`src/rtl/muldiv_seq_pkg.sv`:
```
// ---------------------------------------------------------------------------
// muldiv_seq_pkg : op encodings, FSM state type and default width.
// Rev 1.0
// ---------------------------------------------------------------------------
`default_nettype none

package muldiv_seq_pkg;

  localparam int DEFAULT_WIDTH = 32;

  localparam logic OP_MULT = 1'b0;
  localparam logic OP_DIV  = 1'b1;

  typedef enum logic [2:0] {
    S_IDLE  = 3'd0,
    S_PREP  = 3'd1,
    S_ITER  = 3'd2,
    S_FIXUP = 3'd3,
    S_DONE  = 3'd4
  } state_t;

endpackage

`default_nettype wire

```
`src/rtl/muldiv_dp.sv`:
```
// ---------------------------------------------------------------------------
// muldiv_dp : operand capture, radix-2 shift registers, shared adder, sign fixup.
// Rev 1.0
// ---------------------------------------------------------------------------
`default_nettype none

module muldiv_dp
  import muldiv_seq_pkg::*;
#(
  parameter int WIDTH = DEFAULT_WIDTH
) (
  input  logic             clk,
  input  logic             reset,
  input  logic             i_capture,
  input  logic             i_load,
  input  logic             i_step,
  input  logic             i_fix,
  input  logic             i_op,
  input  logic [WIDTH-1:0] i_a,
  input  logic [WIDTH-1:0] i_b,
  output logic             o_div_by_zero,
  output logic [WIDTH-1:0] o_hi,
  output logic [WIDTH-1:0] o_lo
);

  logic               r_op;
  logic [WIDTH-1:0]   r_a, r_b;
  logic [WIDTH-1:0]   r_acc, r_sh, r_mb;
  logic [WIDTH-1:0]   r_hi, r_lo;
  logic               r_neg_q, r_neg_r;

  logic               w_is_div;
  logic [WIDTH-1:0]   w_mag_a, w_mag_b;
  logic [WIDTH+1:0]   w_x, w_y, w_sum;
  logic               w_cin;
  logic [2*WIDTH-1:0] w_prod, w_prod_s;
  logic [WIDTH-1:0]   w_quot, w_rem;

  assign w_is_div      = (r_op == OP_DIV);
  assign o_div_by_zero = w_is_div && (r_b == '0);
  assign o_hi          = r_hi;
  assign o_lo          = r_lo;

  // Unsigned magnitudes keep the most-negative operand representable.
  assign w_mag_a = r_a[WIDTH-1] ? -r_a : r_a;
  assign w_mag_b = r_b[WIDTH-1] ? -r_b : r_b;

  always_comb begin
    w_x   = '0;
    w_y   = '0;
    w_cin = 1'b0;
    if (w_is_div) begin
      w_x   = {1'b0, r_acc, r_sh[WIDTH-1]};
      w_y   = ~{2'b00, r_mb};
      w_cin = 1'b1;
    end else begin
      w_x = {2'b00, r_acc};
      w_y = r_sh[0] ? {2'b00, r_mb} : '0;
    end
  end

  assign w_sum    = w_x + w_y + {{(WIDTH+1){1'b0}}, w_cin};
  assign w_prod   = {r_acc, r_sh};
  assign w_prod_s = r_neg_q ? -w_prod : w_prod;
  assign w_quot   = r_neg_q ? -r_sh : r_sh;
  assign w_rem    = r_neg_r ? -r_acc : r_acc;

  always_ff @(posedge clk) begin
    if (reset) begin
      r_op    <= 1'b0;
      r_a     <= '0;
      r_b     <= '0;
      r_acc   <= '0;
      r_sh    <= '0;
      r_mb    <= '0;
      r_neg_q <= 1'b0;
      r_neg_r <= 1'b0;
      r_hi    <= '0;
      r_lo    <= '0;
    end else begin
      if (i_capture) begin
        r_op <= i_op;
        r_a  <= i_a;
        r_b  <= i_b;
      end
      if (i_load) begin
        r_neg_q <= r_a[WIDTH-1] ^ r_b[WIDTH-1];
        r_neg_r <= r_a[WIDTH-1];
        r_acc   <= '0;
        r_sh    <= w_mag_a;
        r_mb    <= w_mag_b;
      end else if (i_step) begin
        if (w_is_div) begin
          // Sign bit of the trial subtraction decides restore vs keep.
          if (!w_sum[WIDTH+1]) begin
            r_acc <= w_sum[WIDTH-1:0];
            r_sh  <= {r_sh[WIDTH-2:0], 1'b1};
          end else begin
            r_acc <= w_x[WIDTH-1:0];
            r_sh  <= {r_sh[WIDTH-2:0], 1'b0};
          end
        end else begin
          {r_acc, r_sh} <= {w_sum[WIDTH:0], r_sh[WIDTH-1:1]};
        end
      end
      if (i_fix) begin
        if (w_is_div) begin
          r_hi <= w_rem;
          r_lo <= w_quot;
        end else begin
          {r_hi, r_lo} <= w_prod_s;
        end
      end
    end
  end

endmodule

`default_nettype wire

```
`src/rtl/muldiv_seq.sv`:
```
// ---------------------------------------------------------------------------
// muldiv_seq : sequential signed multiply/divide, control FSM and step counter.
// Rev 1.0
// ---------------------------------------------------------------------------
`default_nettype none

module muldiv_seq
  import muldiv_seq_pkg::*;
#(
  parameter int WIDTH = DEFAULT_WIDTH
) (
  input  logic             clk,
  input  logic             reset,
  input  logic             start,
  input  logic             op,
  input  logic [WIDTH-1:0] a,
  input  logic [WIDTH-1:0] b,
  output logic             busy,
  output logic             done,
  output logic             div_zero,
  output logic [WIDTH-1:0] hi,
  output logic [WIDTH-1:0] lo
);

  localparam int CW = (WIDTH > 1) ? $clog2(WIDTH) : 1;
  localparam logic [CW-1:0] C_LAST = CW'(WIDTH - 1);

  state_t          r_state;
  logic [CW-1:0]   r_cnt;
  logic            r_busy, r_done, r_div_zero;
  logic            w_capture, w_load, w_step, w_fix, w_dz_case;

  assign busy     = r_busy;
  assign done     = r_done;
  assign div_zero = r_div_zero;

  assign w_capture = (r_state == S_IDLE) && start;
  assign w_load    = (r_state == S_PREP);
  assign w_step    = (r_state == S_ITER);
  assign w_fix     = (r_state == S_FIXUP) && !w_dz_case;

  // Divide-by-zero passes through FIXUP with the result write suppressed,
  // which places its done pulse two edges after the start edge.
  always_ff @(posedge clk) begin
    if (reset) begin
      r_state    <= S_IDLE;
      r_cnt      <= '0;
      r_busy     <= 1'b0;
      r_done     <= 1'b0;
      r_div_zero <= 1'b0;
    end else begin
      case (r_state)
        S_IDLE: begin
          if (start) begin
            r_state <= S_PREP;
            r_busy  <= 1'b1;
          end
        end
        S_PREP: begin
          r_cnt   <= '0;
          r_state <= w_dz_case ? S_FIXUP : S_ITER;
        end
        S_ITER: begin
          r_cnt <= r_cnt + 1'b1;
          if (r_cnt == C_LAST) r_state <= S_FIXUP;
        end
        S_FIXUP: begin
          r_done     <= 1'b1;
          r_div_zero <= w_dz_case;
          r_state    <= S_DONE;
        end
        S_DONE: begin
          r_done     <= 1'b0;
          r_div_zero <= 1'b0;
          r_busy     <= 1'b0;
          r_state    <= S_IDLE;
        end
        default: begin
          r_state <= S_IDLE;
          r_busy  <= 1'b0;
        end
      endcase
    end
  end

  muldiv_dp #(
    .WIDTH(WIDTH)
  ) u_dp (
    .clk          (clk),
    .reset        (reset),
    .i_capture    (w_capture),
    .i_load       (w_load),
    .i_step       (w_step),
    .i_fix        (w_fix),
    .i_op         (op),
    .i_a          (a),
    .i_b          (b),
    .o_div_by_zero(w_dz_case),
    .o_hi         (hi),
    .o_lo         (lo)
  );

endmodule

`default_nettype wire

```
`config.mk`:
```
export PLATFORM = sky130hd
export DESIGN_NAME = muldiv_seq
export DESIGN_NICKNAME = d
export VERILOG_FILES = /design/src/rtl/muldiv_seq_pkg.sv /design/src/rtl/muldiv_dp.sv /design/src/rtl/muldiv_seq.sv
export SDC_FILE = /design/constraint.sdc
export NUM_CORES = 1
export LEC_CHECK = 0
export ABC_CLOCK_PERIOD_IN_PS = 6900
export CORE_MARGIN = 3
export CORE_UTILIZATION = 55
export CTS_CLUSTER_DIAMETER = 80
export DETAILED_ROUTE_END_ITERATION = 6
export PLACE_DENSITY = 0.77
export SLEW_MARGIN = 20
export SYNTH_ARGS = -nofsm -noshare
export SYNTH_HDL_FRONTEND = slang
export SYNTH_HIERARCHICAL = 1
export SYNTH_SLANG_ARGS = --single-unit
export TNS_END_PERCENT = 1
```
`constraint.sdc`:
```
create_clock -name clk -period 6.9 [get_ports clk]
set_input_delay 2.07 -clock clk [delete_from_list [all_inputs] [get_ports clk]]
set_output_delay 2.07 -clock clk [all_outputs]
set_load 0.005 [all_outputs]
```
==> flow_metrics.tcl <==
set metrics [dict create \
    max-vdd-ir-drop_uv 196 \
    outcome "completed" \
    p_switching_w 0.00132 \
    synth_edf_count 0 \
    fin_skew_ns 0.00825 \
    comb_power_share_pct 24.7 \
    async_flop_share_pct 0 \
    grt_max_degree 99 \
    finalNetCount 1994 \
    placed_area_um2 16100 \
    ant_nets 0 \
    holdCritPathClass "register to register" \
    hpwl_mm 30.7 \
    reg2regPathDepth 11 \
    cp-start-kind "register" \
    holdBufCountCts 0 \
    ys.warnings.count 6 \
    final_max_slew_viol_count 0 \
    reg2reg_from "u_dp/r_op" \
    leakagePower_nw 6.18 \
    grt_pass1_vias 12201 \
    track_usage_pct 27.8 \
    critPathKind "register to register" \
    fmax_mhz 184 \
    r2r_end "u_dp/r_acc[9]" \
    drtIter0Drc 1311 \
    cts_buffers 26 \
    syn_nets 1969 \
    synth_area_per_cell_um2 7.97 \
    worst_pin_slew_ns 1.17 \
    power_density_nw_per_um2 239 \
    seqCellArea_um2 4770 \
    regToRegSetupSlack_ns 1.46 \
    worst_slack_ns 1.46 \
    numPortBuffers 134 \
    path_clk_slew_ns 0.06 \
    dieArea_um2 29000 \
    swShare_pct 32.3 \
    final_area_um2 17100 \
    wire_per_inst_um 18.8 \
    core-area_um2 26300 \
    crit_fanout 59 \
    ioPinCount 135 \
    clock_path_buffers 3 \
    die_x_um 170 \
    min_path_cells 2 \
    finalCritPeriodShare_pct 78.8 \
    cts_sinks 238 \
    drt_wl_total_mm 42.2 \
    cts_tree "done" \
    drive_above_1_share_pct 6.29 \
    initial_core_util_pct 56.5 \
    holdPathEnd "u_dp/r_mb[30]" \
    cts_resized 0 \
    htree_levels 1 \
    clockPowerShare_pct 35.8 \
    synth_seq_cells 238 \
    slew_headroom_pct 20.1 \
    cp.required_ns 7.36 \
    cts_setup_buffers 0 \
    synth_common_cells "238 x dfxtp_1, 231 x nor2_1, 164 x nand2_1" \
    synth_area_um2 14800 \
    crit_arrival_ns 5.90 \
    vias_per_cell 6.15 \
    yosys-top-cells-area "dfxtp_1 32%, mux2i_1 7.5%, a211oi_1 6.4%, xor2_1 6.3%, nor2_1 5.8%" \
    yosysTopAreaCell "dfxtp_1" \
    overflow 0 \
    setup_violations 0 \
    stdcell_count 2242 \
    rsz0062_at_grt "no" \
    maxCapViolCount 0 \
    multiInputGateArea_um2 9410 \
    place_congestion 1.01 \
    synthFlopType "dfxtp_1" \
    synth_top_area_share_pct 32.1 \
    yosysUniqueCellTypes 77 \
    total_power_w 0.00407 \
    postSynthCellCount 1862 \
    area_growth_syn_to_layout_pct 14.9 \
    hold_viol_final 0 \
    setup_tns_ns 0 \
    yosysSeqAreaShare_pct 32.1 \
    p_int_w 0.00276 \
    synth.most_common_cell "dfxtp_1" \
    fill_cells 2240 \
    antenna_found_initial 0 \
    grt_pass1_wl_mm 66.9 \
    die_y_um 170 \
    pre_cts_ws_ns 1.43 \
    drt_first_pass_iters 5 \
    seqPwrFrac_pct 39.5 \
    end_kind "register" \
    std_cell_rows 59 \
    min_from "u_dp/r_mb[30]" \
    layout_min_cycle_time_ns 5.44 \
    placed_cells 2194 \
    vias 13796 \
    clk_root_buffer_cell "clkbuf_16" \
    num_antenna_cells 0 \
    insertion_delay_ns 0.53 \
    drcViolationCount 0 \
]
[power by group through the flow]
stage,sequential (W),clock [W],combinational (W)
after detailed placement,0.00163,0,0.000983
after global routing,0.00162,0.00153,0.00110
after floorplan,0.00156,0,0.000765
after CTS,0.00160,0.00148,0.000989
final,0.00161,0.00146,0.00101
after global placement,0.00163,0,0.000971
[layer usage]
| layer | up-vias | track usage (%) | wire length, um |
|---|---|---|---|
| met5 | - | 0 | 0 |
| met4 | 0 | 6.21 | 927 |
| met3 | 59 | 2.72 | 3010 |
| li1 | 6796 | - | - |
| met1 | 6383 | 44.5 | 20900 |
| met2 | 558 | 40.0 | 17400 |
[how the worst max path moves through the flow]
| stage | startpoint | slack [ns] | cells after the start | endpoint |
|---|---|---|---|---|
| floorplan | u_dp/r_op | 2.25 | 16 | u_dp/r_acc[27] |
| global placement | u_dp/r_op | 1.46 | 13 | u_dp/r_acc[11] |
| detailed placement | u_dp/r_op | 1.43 | 13 | u_dp/r_acc[19] |
| CTS | u_dp/r_op | 1.40 | 13 | u_dp/r_acc[11] |
| global route | u_dp/r_op | 1.13 | 13 | u_dp/r_acc[31] |
| finish | u_dp/r_op | 1.46 | 11 | u_dp/r_acc[9] |
[placed cells by master (no fill, tap or decap), drive strengths merged, types with 5 or more instances in the layout]
cell and count:
nand4 12, clkdlybuf4s50 133, or3 24, o31ai 34
o211ai 7, o21a 11, inv 27, a21oi 95
o21ai 153, dfxtp 238, nand3 33, and3 6
or2 7, o41ai 14, xnor2 40, ha 37
a31oi 18, a21o 20, nor2b 6, clkbuf 35
nor4 13, nor3 30, mux2i 111, a221oi 7
clkinv 10, a311oi 5, a211oi 128, mux2 27
nand2 164, o22ai 14, nand2b 15, or4 21
nor2 232, xor2 106, buf 14
[flip-flops by register name, indices dropped and copies added, names as in the netlist]
name,count
busy,1
div_zero,1
done,1
r_cnt,5
r_state,3
u_dp/o_hi,32
u_dp/o_lo,32
u_dp/r_a,32
u_dp/r_acc,32
u_dp/r_b,32
u_dp/r_mb,32
u_dp/r_neg_q,1
u_dp/r_neg_r,1
u_dp/r_op,1
u_dp/r_sh,32
[logic make-up (layout without fill, tap and decap cells)]
logic type / Yosys count / after routing / synth area share (%)
AO/OA/AOI/OAI: 541 / 541 / 23.7
XOR/XNOR: 146 / 146 / 8.62
adder cells (fa/ha/maj): 39 / 39 / 3.39
buffers and inverters: 178 / 223 / 4.71
flip-flops: 238 / 238 / 32.1
multiplexers: 138 / 138 / 9.54
AND/OR/NAND/NOR: 582 / 582 / 17.9
[cell type report]
cell class / instances / share of cell area (%)
clock inverters: 13 / 0.859
multi-input cells: 1446 / 55.2
repair buffers: 147 / 8.45
inverters: 28 / 0.616
flip-flops and latches: 238 / 28.0
well taps: 335 / 2.46
clock buffers: 35 / 4.49
[worst max-delay path, stage by stage, from the launching register on]
cell	delay, ns
dfxtp_4	0.92
inv_1	0.66
o21ai_0	0.50
ha_1	0.30
nor2b_1	0.14
o2111a_1	0.27
o21ai_0	0.53
a311o_1	0.29
nand3_1	0.45
nor2_1	0.88
a221oi_1	0.22
a21oi_1	0.20
[through the flow]
stage | hold slack [ns] | utilization [%]
6_report | 0.475 | 64.9
4_1_cts | 0.476 | 64.8
3_5_place_dp | 0.463 | 61.4
3_3_place_gp | 0.453 | 61.4
2_1_floorplan | 0.441 | -
5_1_grt | 0.494 | 64.9
Power figures use the tool's default switching activity.
